===== src/rtl/mem_port_arbiter.sv =====
// Round-robin arbiter sharing one variable-latency memory port between two requesters.
// Optional WAIT-state timeout abort is enabled by defining MEM_PORT_ARBITER_TIMEOUT_EN.
module mem_port_arbiter #(
  parameter int unsigned ADDR_W  = 32,
  parameter int unsigned DATA_W  = 32,
  parameter int unsigned TIMEOUT = 255
) (
  input  logic              clk,
  input  logic              rst,
  input  logic              r0_req,
  input  logic              r0_we,
  input  logic [ADDR_W-1:0] r0_addr,
  input  logic [DATA_W-1:0] r0_wdata,
  output logic [DATA_W-1:0] r0_rdata,
  output logic              r0_done,
  output logic              r0_err,
  input  logic              r1_req,
  input  logic              r1_we,
  input  logic [ADDR_W-1:0] r1_addr,
  input  logic [DATA_W-1:0] r1_wdata,
  output logic [DATA_W-1:0] r1_rdata,
  output logic              r1_done,
  output logic              r1_err,
  output logic              mem_start,
  output logic              mem_we,
  output logic [ADDR_W-1:0] mem_addr,
  output logic [DATA_W-1:0] mem_wdata,
  input  logic [DATA_W-1:0] mem_rdata,
  input  logic              mem_done,
  output logic              owner
);

  typedef enum logic [1:0] {
    S_IDLE,
    S_ISSUE,
    S_WAIT,
    S_RESP
  } state_e;

  state_e            state_q, state_d;
  logic              last_q, last_d;
  logic              owner_q, owner_d;
  logic              mem_we_q, mem_we_d;
  logic [ADDR_W-1:0] mem_addr_q, mem_addr_d;
  logic [DATA_W-1:0] mem_wdata_q, mem_wdata_d;
  logic [DATA_W-1:0] r0_rdata_q, r0_rdata_d;
  logic [DATA_W-1:0] r1_rdata_q, r1_rdata_d;
  logic              grant;

`ifdef MEM_PORT_ARBITER_TIMEOUT_EN
  localparam int unsigned CNT_W = ($clog2(TIMEOUT + 1) > 8) ? $clog2(TIMEOUT + 1) : 8;

  logic [CNT_W-1:0]  cnt_q, cnt_d;
  logic              err_q, err_d;
`else
  logic              unused_timeout;
  assign unused_timeout = (TIMEOUT != 0);
`endif

  // On a tie the requester not served last wins; otherwise whichever is asking.
  assign grant = (r0_req && r1_req) ? ~last_q : r1_req;

  always_comb begin
    state_d     = state_q;
    last_d      = last_q;
    owner_d     = owner_q;
    mem_we_d    = mem_we_q;
    mem_addr_d  = mem_addr_q;
    mem_wdata_d = mem_wdata_q;
    r0_rdata_d  = r0_rdata_q;
    r1_rdata_d  = r1_rdata_q;
`ifdef MEM_PORT_ARBITER_TIMEOUT_EN
    cnt_d       = cnt_q;
    err_d       = err_q;
`endif
    unique case (state_q)
      S_IDLE: begin
        if (r0_req || r1_req) begin
          owner_d     = grant;
          mem_we_d    = grant ? r1_we    : r0_we;
          mem_addr_d  = grant ? r1_addr  : r0_addr;
          mem_wdata_d = grant ? r1_wdata : r0_wdata;
          state_d     = S_ISSUE;
        end
      end
      S_ISSUE: begin
`ifdef MEM_PORT_ARBITER_TIMEOUT_EN
        cnt_d = '0;
        err_d = 1'b0;
`endif
        state_d = S_WAIT;
      end
      S_WAIT: begin
        if (mem_done) begin
          if (!mem_we_q) begin
            if (owner_q) r1_rdata_d = mem_rdata;
            else         r0_rdata_d = mem_rdata;
          end
          last_d  = owner_q;
          state_d = S_RESP;
        end
`ifdef MEM_PORT_ARBITER_TIMEOUT_EN
        // mem_done is checked first so a completion on the expiry cycle wins.
        else begin
          cnt_d = cnt_q + CNT_W'(1);
          if (cnt_d == CNT_W'(TIMEOUT)) begin
            err_d   = 1'b1;
            last_d  = owner_q;
            state_d = S_RESP;
          end
        end
`endif
      end
      S_RESP: begin
        state_d = S_IDLE;
      end
      default: begin
        state_d = S_IDLE;
      end
    endcase
  end

  always_ff @(posedge clk) begin
    if (rst) begin
      state_q     <= S_IDLE;
      last_q      <= 1'b1;
      owner_q     <= 1'b0;
      mem_we_q    <= 1'b0;
      mem_addr_q  <= '0;
      mem_wdata_q <= '0;
      r0_rdata_q  <= '0;
      r1_rdata_q  <= '0;
`ifdef MEM_PORT_ARBITER_TIMEOUT_EN
      cnt_q       <= '0;
      err_q       <= 1'b0;
`endif
    end else begin
      state_q     <= state_d;
      last_q      <= last_d;
      owner_q     <= owner_d;
      mem_we_q    <= mem_we_d;
      mem_addr_q  <= mem_addr_d;
      mem_wdata_q <= mem_wdata_d;
      r0_rdata_q  <= r0_rdata_d;
      r1_rdata_q  <= r1_rdata_d;
`ifdef MEM_PORT_ARBITER_TIMEOUT_EN
      cnt_q       <= cnt_d;
      err_q       <= err_d;
`endif
    end
  end

  assign mem_start = (state_q == S_ISSUE);
  assign mem_we    = mem_we_q;
  assign mem_addr  = mem_addr_q;
  assign mem_wdata = mem_wdata_q;
  assign owner     = owner_q;
  assign r0_rdata  = r0_rdata_q;
  assign r1_rdata  = r1_rdata_q;
  assign r0_done   = (state_q == S_RESP) && !owner_q;
  assign r1_done   = (state_q == S_RESP) &&  owner_q;

`ifdef MEM_PORT_ARBITER_TIMEOUT_EN
  assign r0_err    = r0_done && err_q;
  assign r1_err    = r1_done && err_q;
`else
  assign r0_err    = 1'b0;
  assign r1_err    = 1'b0;
`endif

endmodule


===== config.mk =====
export PLATFORM = sky130hd
export DESIGN_NAME = mem_port_arbiter
export DESIGN_NICKNAME = d
export VERILOG_FILES = /design/src/rtl/mem_port_arbiter.sv
export SDC_FILE = /design/constraint.sdc
export NUM_CORES = 1
export LEC_CHECK = 0
export ABC_AREA = 1
export ABC_CLOCK_PERIOD_IN_PS = 2550
export CORE_MARGIN = 5
export CORE_UTILIZATION = 43
export CTS_BUF_LIST = sky130_fd_sc_hd__clkbuf_8 sky130_fd_sc_hd__clkbuf_16
export DETAILED_ROUTE_END_ITERATION = 8
export GPL_TIMING_DRIVEN = 0
export PLACE_DENSITY = 0.93
export SYNTH_ARGS = -nofsm -noshare
export SYNTH_HDL_FRONTEND = slang
export SYNTH_SLANG_ARGS = --single-unit

===== constraint.sdc =====
create_clock -name clk -period 2.55 [get_ports clk]
set_clock_uncertainty 0.15 [all_clocks]
set_input_delay 0.51 -clock clk [delete_from_list [all_inputs] [get_ports clk]]
set_output_delay 0.51 -clock clk [all_outputs]
set_load 0.03 [all_outputs]

==> metrics.yaml <==
clock_network:
  post_cts.repair.setup_buffers: 0
  tritoncts: "built"
  clock_tree.root_cell: "sky130_fd_sc_hd__clkbuf_16"
  post_cts_hold_fix_bufs: 0
  ctsResizeCount: 0
  cts_num_sinks: 133
  clock_latency_ps: 410
  cts.path.max_buffers: 2
  clkSlewWorstSetupHoldPaths_ps: 60
  htree_levels: 4
  cts-buffers-inserted: 17
route:
  drt_iter0_markers: 379
  avgViaCountPerCell: 4.841
  drtAntennaViolNets: 0
  drt_drc_violations_left: 0
  finalWirelength_mm: 21.51
  route.detailed.wl_per_inst_um: 15.51
  overall_via_count_from_detail_route: 6715
  drt_first_pass_iters: 7
layout:
  final_layout_size_suffix_gt1_share_pct: 5.615
  syn_to_final_growth_pct: 66.24
  final_net_count: 1370
  layout_common_cells: "sky130_fd_sc_hd__nor2_1, sky130_fd_sc_hd__clkdlybuf4s50_1, sky130_fd_sc_hd__nand2_1, sky130_fd_sc_hd__dfxtp_1, sky130_fd_sc_hd__o21ai_0"
  diodes: 0
  layout.cells.most_common: "sky130_fd_sc_hd__nor2_1"
  fin_cells: 1387
place:
  dpl.cell_count: 1356
  dp_slack_ps: 183.3
  numPortBuffers: 299
  gpl.final_weighted_congestion: 1.003
  post-dp-hpwl_mm: 16.48
power_and_ir_drop:
  design_power_total_uw: 9610
  max-vdd-ir-drop_uv: 627.8
  switching_power_as_a_share_of_total_power_pct: 38.98
  switch_pwr_uw: 3746
  power.density_nw_per_um2: 1001
  cellLeakagePower_uw: 0.004265
  power.share.clock_pct: 26.0
  logic_pwr_share_pct: 44.1
  flop_pwr_share_pct: 29.9
  cell_internal_pwr_uw: 5864
logic_synthesis:
  synth_largest_area_cell: "sky130_fd_sc_hd__dfxtp_1"
  xor_and_xnor_fraction_of_the_mapped_netlist_area_pct: 0
  synth-seq-area-share_pct: 46.11
  share_of_the_synthesized_area_in_compound_gates_ao_oa_aoi_oai_pct: 11.61
  synth.area.top_cells: "sky130_fd_sc_hd__dfxtp_1, sky130_fd_sc_hd__nor2_1, sky130_fd_sc_hd__nand2_1, sky130_fd_sc_hd__o21ai_0, sky130_fd_sc_hd__inv_1"
  syn_area_per_cell_um2: 6.562
  synth.yosys.warnings: 0
  synth_top_area_share_pct: 46.11
  synth_fa_ha_area_share_pct: 0.8667
  muxShareOfSynthArea_pct: 0
  dominant_combinational_cell_family_by_area_after_synthesis: "simple AND/OR/NAND/NOR gates"
  post_synthesis_cell_area_um2: 5774
  post_synth_inst_count: 880
  postSynthRegisterBits: 133
  synthSimpleGateAreaFrac_pct: 31.12
  synth_cell_types: 16
floorplan:
  dieArea_um2: 15850
  die_width_um: 125.9
  placement_rows: 42
  core_area_um2: 13190
  die_h_um: 125.9
  num_io_pins: 302
  starting_density_pct: 43.78
timing:
  finalWorstSetupSlack_ps: 131.1
  grt_setup_unrepaired: "no"
  fin_worst_hold_slack_ps: 329.4
  slew_headroom_pct: 63.74
  post-route-min-period_ps: 2419
  fmax_ghz: 0.4134
  final_max_slew_viol_count: 0
  tightest_pin_transition_ps: 543.9
  final_min_period_over_clock_period_pct: 94.86
  setup_tns_ps: 0
  hold_viol: 0
  setup_viol: 0
setup_path:
  rrSetupSlack_ps: 600
  rr_worst_depth: 8
  startpoint_class_of_the_critical_path: "flop"
  crit_start: "state_q[1]"
  critPathCaptureType: "output port"
  crit_type: "flop to output port"
  timing.critical_path.slowest_cell_delay_ps: 680
  worstPathArrival_ps: 1760
  cp_max_fo: 4
  timing.critical_path.required_ps: 1890
  cp_slowest_cell: "sky130_fd_sc_hd__clkdlybuf4s50_1"
  crit_path_cell_trace: "ha_1, inv_1, nor2_1, clkdlybuf4s50_1"
  timing.rr.start: "state_q[0]"
  rr_endpoint: "r0_rdata[2]"
global_routing:
  grt_util_all_layers_pct: 26.14
  maximum_number_of_pins_on_one_net_before_global_route_repair: 17
  first_global_vias: 6429
  global_route_wire_length_before_repair_mm: 32.86
  total_gr_overflow: 0
  grt_antenna_before_repair: 0
min_path:
  timing.hold.worst_path_depth: 2
  min_to: "r0_rdata[23]"
  hold_class: "flop to flop"
  holdCritStartpoint: "r0_rdata[23]"
flow_run:
  max-cap-violations: 0
run_status:
  status: "completed"
kinds of logic after synthesis:
family	after synthesis
simple gates	475
compound gates	134
buf+inv	133
flops	133
fa+ha+maj	4
other cells	1
critical path, delay by kind of cell (launching register included):
kind	cells	cell delay [ps]
buffers and inverters	2	720
flip-flops	1	380
adder cells (fa/ha/maj)	1	180
AND/OR/NAND/NOR	1	70
per-layer routing:
layer  GRT usage (%)  share of wire (%)  up-vias
met1           26.81                 35     2995
li1                -                  -     3310
met5               0                  0        -
met3           9.356                 11       56
met4           10.60                3.5        0
met2           48.11                 50      354
cell type report:
type	instances	area, um2
fill	987	3591
timing repair buffer	299	2993
sequential	133	2663
multi-input combinational	615	2525
clock buffer	19	452.9
buffer	56	301.5
inverter	77	289.0
tap	176	220.2
clock inverter	12	155.1
Yosys cell counts:
cell	number
sky130_fd_sc_hd__inv_2	4
sky130_fd_sc_hd__conb_1	1
sky130_fd_sc_hd__nor2_1	327
sky130_fd_sc_hd__nand3_1	3
sky130_fd_sc_hd__o21ai_1	35
sky130_fd_sc_hd__a21oi_1	3
sky130_fd_sc_hd__clkbuf_1	25
sky130_fd_sc_hd__ha_1	4
sky130_fd_sc_hd__buf_2	10
sky130_fd_sc_hd__buf_4	21
sky130_fd_sc_hd__o21ai_0	96
sky130_fd_sc_hd__nor2_2	1
sky130_fd_sc_hd__nor2_4	1
sky130_fd_sc_hd__dfxtp_1	133
sky130_fd_sc_hd__inv_1	73
sky130_fd_sc_hd__nand2_1	143
through the flow:
step	instance area, um2	utilization [%]
floorplan	5778	-
global placement	8991	68.17
detailed placement	8991	68.17
CTS	9599	72.78
global route	9599	72.78
finish	9599	72.78
sequential cells by signal, summed over array words and instances, names as in the netlist:
register   count
owner          1
r0_rdata      32
state_q        2
mem_wdata     32
mem_we         1
mem_addr      32
r1_rdata      32
last_q         1
power by group through the flow:
stage                     Clock, uW  Sequential [uW]  Combinational [uW]
after floorplan                   0             3820                1520
after global placement            0             2880                4140
after detailed placement          0             2900                4210
after CTS                      2520             2870                4250
after global routing           2610             2930                4580
final                          2500             2870                4240
worst max-delay path by stage:
stage	slack, ps	endpoint	cells after the start
after floorplan	940	r0_done	3
after global placement	230	r0_rdata[2]	6
after detailed placement	180	r0_rdata[2]	6
after CTS	100	r0_done	4
after global routing	0.1	r0_done	4
final	130	r0_done	4
No activity file was read; power rests on OpenSTA's default activity.
==> RTL edit (config.mk and constraints unchanged) <==
Build with the macro `MEM_PORT_ARBITER_TIMEOUT_EN` defined.
--- a/src/rtl/mem_port_arbiter.sv
+++ b/src/rtl/mem_port_arbiter.sv
@@ -2,2 +2,4 @@
 // Optional WAIT-state timeout abort is enabled by defining MEM_PORT_ARBITER_TIMEOUT_EN.
+`define MEM_PORT_ARBITER_TIMEOUT_EN
+
 module mem_port_arbiter #(
Behaviour: no difference found for any inputs over 4 cycles, from zero or initial values and one cycle with rst high; that may be too few to reach the edited logic, so the function may still have changed.
==> RTL edit against the original RTL <==
Clock power fell by 2%. Sequential share of layout area rose by 2.1 points. Cell area down 0.55%. Worst setup slack got worse by 21 ps. Total power is 4.8% lower. Area after synthesis fell by 0.63%. Sequential cell count up 9. Worst hold slack got worse by 92 ps. Routed wire length grew 3.1%. Largest cell class unchanged.
==> RTL edit: results (changes against the original RTL) <==
[routing]
wire_per_inst_um=17.33  ; was 15.51 um
wl_um=22170  ; was 21510 um
drtIter0Drc=420  ; was 379
num_vias=6741  ; was 6715
drt_pre_antenna_iters=7  ; unchanged

[yosys]
synth_common_cells=nand2_1, dfxtp_1, nor2_1, o21ai_0, a31oi_1  ; was nor2_1, nand2_1, dfxtp_1, o21ai_0, inv_1
synthTopCellsByArea=dfxtp_1, o21ai_0, nand2_1  ; was dfxtp_1, nor2_1, nand2_1
synth_warnings=0  ; unchanged
netlist_instances=769  ; was 880
ys_seq_area_share_pct=49.54  ; was 46.11%
synth-main-ff-cell=dfxtp_1  ; unchanged
ys_types=25  ; was 16
async_flop_share_pct=0  ; unchanged
syn-num-nets=943

[finish]
syn_to_final_growth_pct=66.38  ; was 66.24%
fill_cells=946  ; was 987
drive_above_1_share_pct=7.448  ; was 5.615%
nNetsFinal=1262  ; was 1370

[placed_design]
postPlaceCellArea_um2=8961  ; was 8991 um^2
portBuffers=300  ; was 299
gp_congestion=0.9597  ; was 1.003
hpwl_um=16930  ; was 16480 um
place_inst=1245  ; was 1356

[run_status]
status=finished, final reports clean  ; unchanged

[power_and_ir_drop]
vdd_ir_drop_max_v=0.0006907  ; was 0.0006278 V
p_leak_nw=3.883  ; was 4.265 nW
p_sw_mw=3.615  ; was 3.746 mW

[clock_tree]
clk_pin_slew_ps=70
cts_resized=3  ; was 0
clk_latency_ps=430  ; was 410 ps
clockRootBuffer=clkbuf_16  ; unchanged
cts_inserted_buffers=17  ; unchanged
cts_setup_buffers=0  ; unchanged
ctsLongestPathBuffers=2  ; unchanged
h-tree-depth=4  ; unchanged

[global_routing]
grt_usage_pct=27.29  ; was 26.14%
grt_start_max_net_pins=17  ; unchanged
antenna_found_initial=2  ; was 0
grt_overflow_total=0  ; unchanged
grt_pass1_wl_um=34360  ; was 32860 um
grt_pass1_vias=6783  ; was 6429

[critical_path]
critPathArrivalTime_ps=1780  ; was 1760 ps
critPathMaxFanout=4  ; unchanged

[sta]
finalSetupViolCount=0  ; unchanged
worst_pin_slew_ps=652.2  ; was 543.9 ps

[worst_hold_path]
hp-class=primary input to register  ; was register to register

RTL edit: logic make-up after synthesis:
family	after synthesis	share of synthesized area, %
compound gates	213	20.34
fa+ha+maj	7	1.526
buf+inv	78	5.691
flops	142	49.54
simple gates	329	22.90
RTL edit: worst max-delay path, cell delays in order, from the launching register on:
cell and delay (ps):
dfxtp_1 350, inv_1 110, ha_1 180, clkdlybuf4s50_1 710
RTL edit: power by group through the flow:
stage | Clock, mW | Combinational, mW | Sequential [mW]
finish | 2.44 | 3.68 | 3.03
global route | 2.58 | 3.93 | 3.08
CTS | 2.47 | 3.68 | 3.02
detailed placement | 0 | 3.66 | 3.05
global placement | 0 | 3.61 | 3.03
floorplan | 0 | 1.06 | 3.95
RTL edit: final timing paths:
check | start | end | slack (ps) | depth (start not counted)
hold reg to reg | err_q | err_q | 330 | 2
setup reg to reg | state_q[0] | r0_rdata[20] | 490 | 9
setup / recovery | state_q[1] | mem_start | 110 | 3
hold / removal | rst | cnt_q[2] | 240 | 2
RTL edit: layer usage:
layer	GRT usage, %	share of wire (%)	up-vias
met5	0	0	-
met1	29.38	37	3108
li1	-	-	3213
met3	9.808	10	67
met4	12.31	4.1	0
met2	47.86	49	353
RTL edit: stage by stage:
stage	worst slack, ps	hold WS [ps]
CTS	30.07	214.9
detailed placement	190.3	326.3
global route	19.78	242.6
global placement	227.1	316.8
floorplan	680.4	297.5
finish	109.9	237.5
RTL edit: cell type report:
type | instances | area share, %
repair buffers | 300 | 31.48
flip-flops and latches | 142 | 29.79
plain buffers | 56 | 2.556
clock buffers | 17 | 4.456
well taps | 176 | 2.307
inverters | 22 | 0.8650
clock inverters | 15 | 1.586
diodes | 2 | 0.05242
multi-input cells | 549 | 26.91
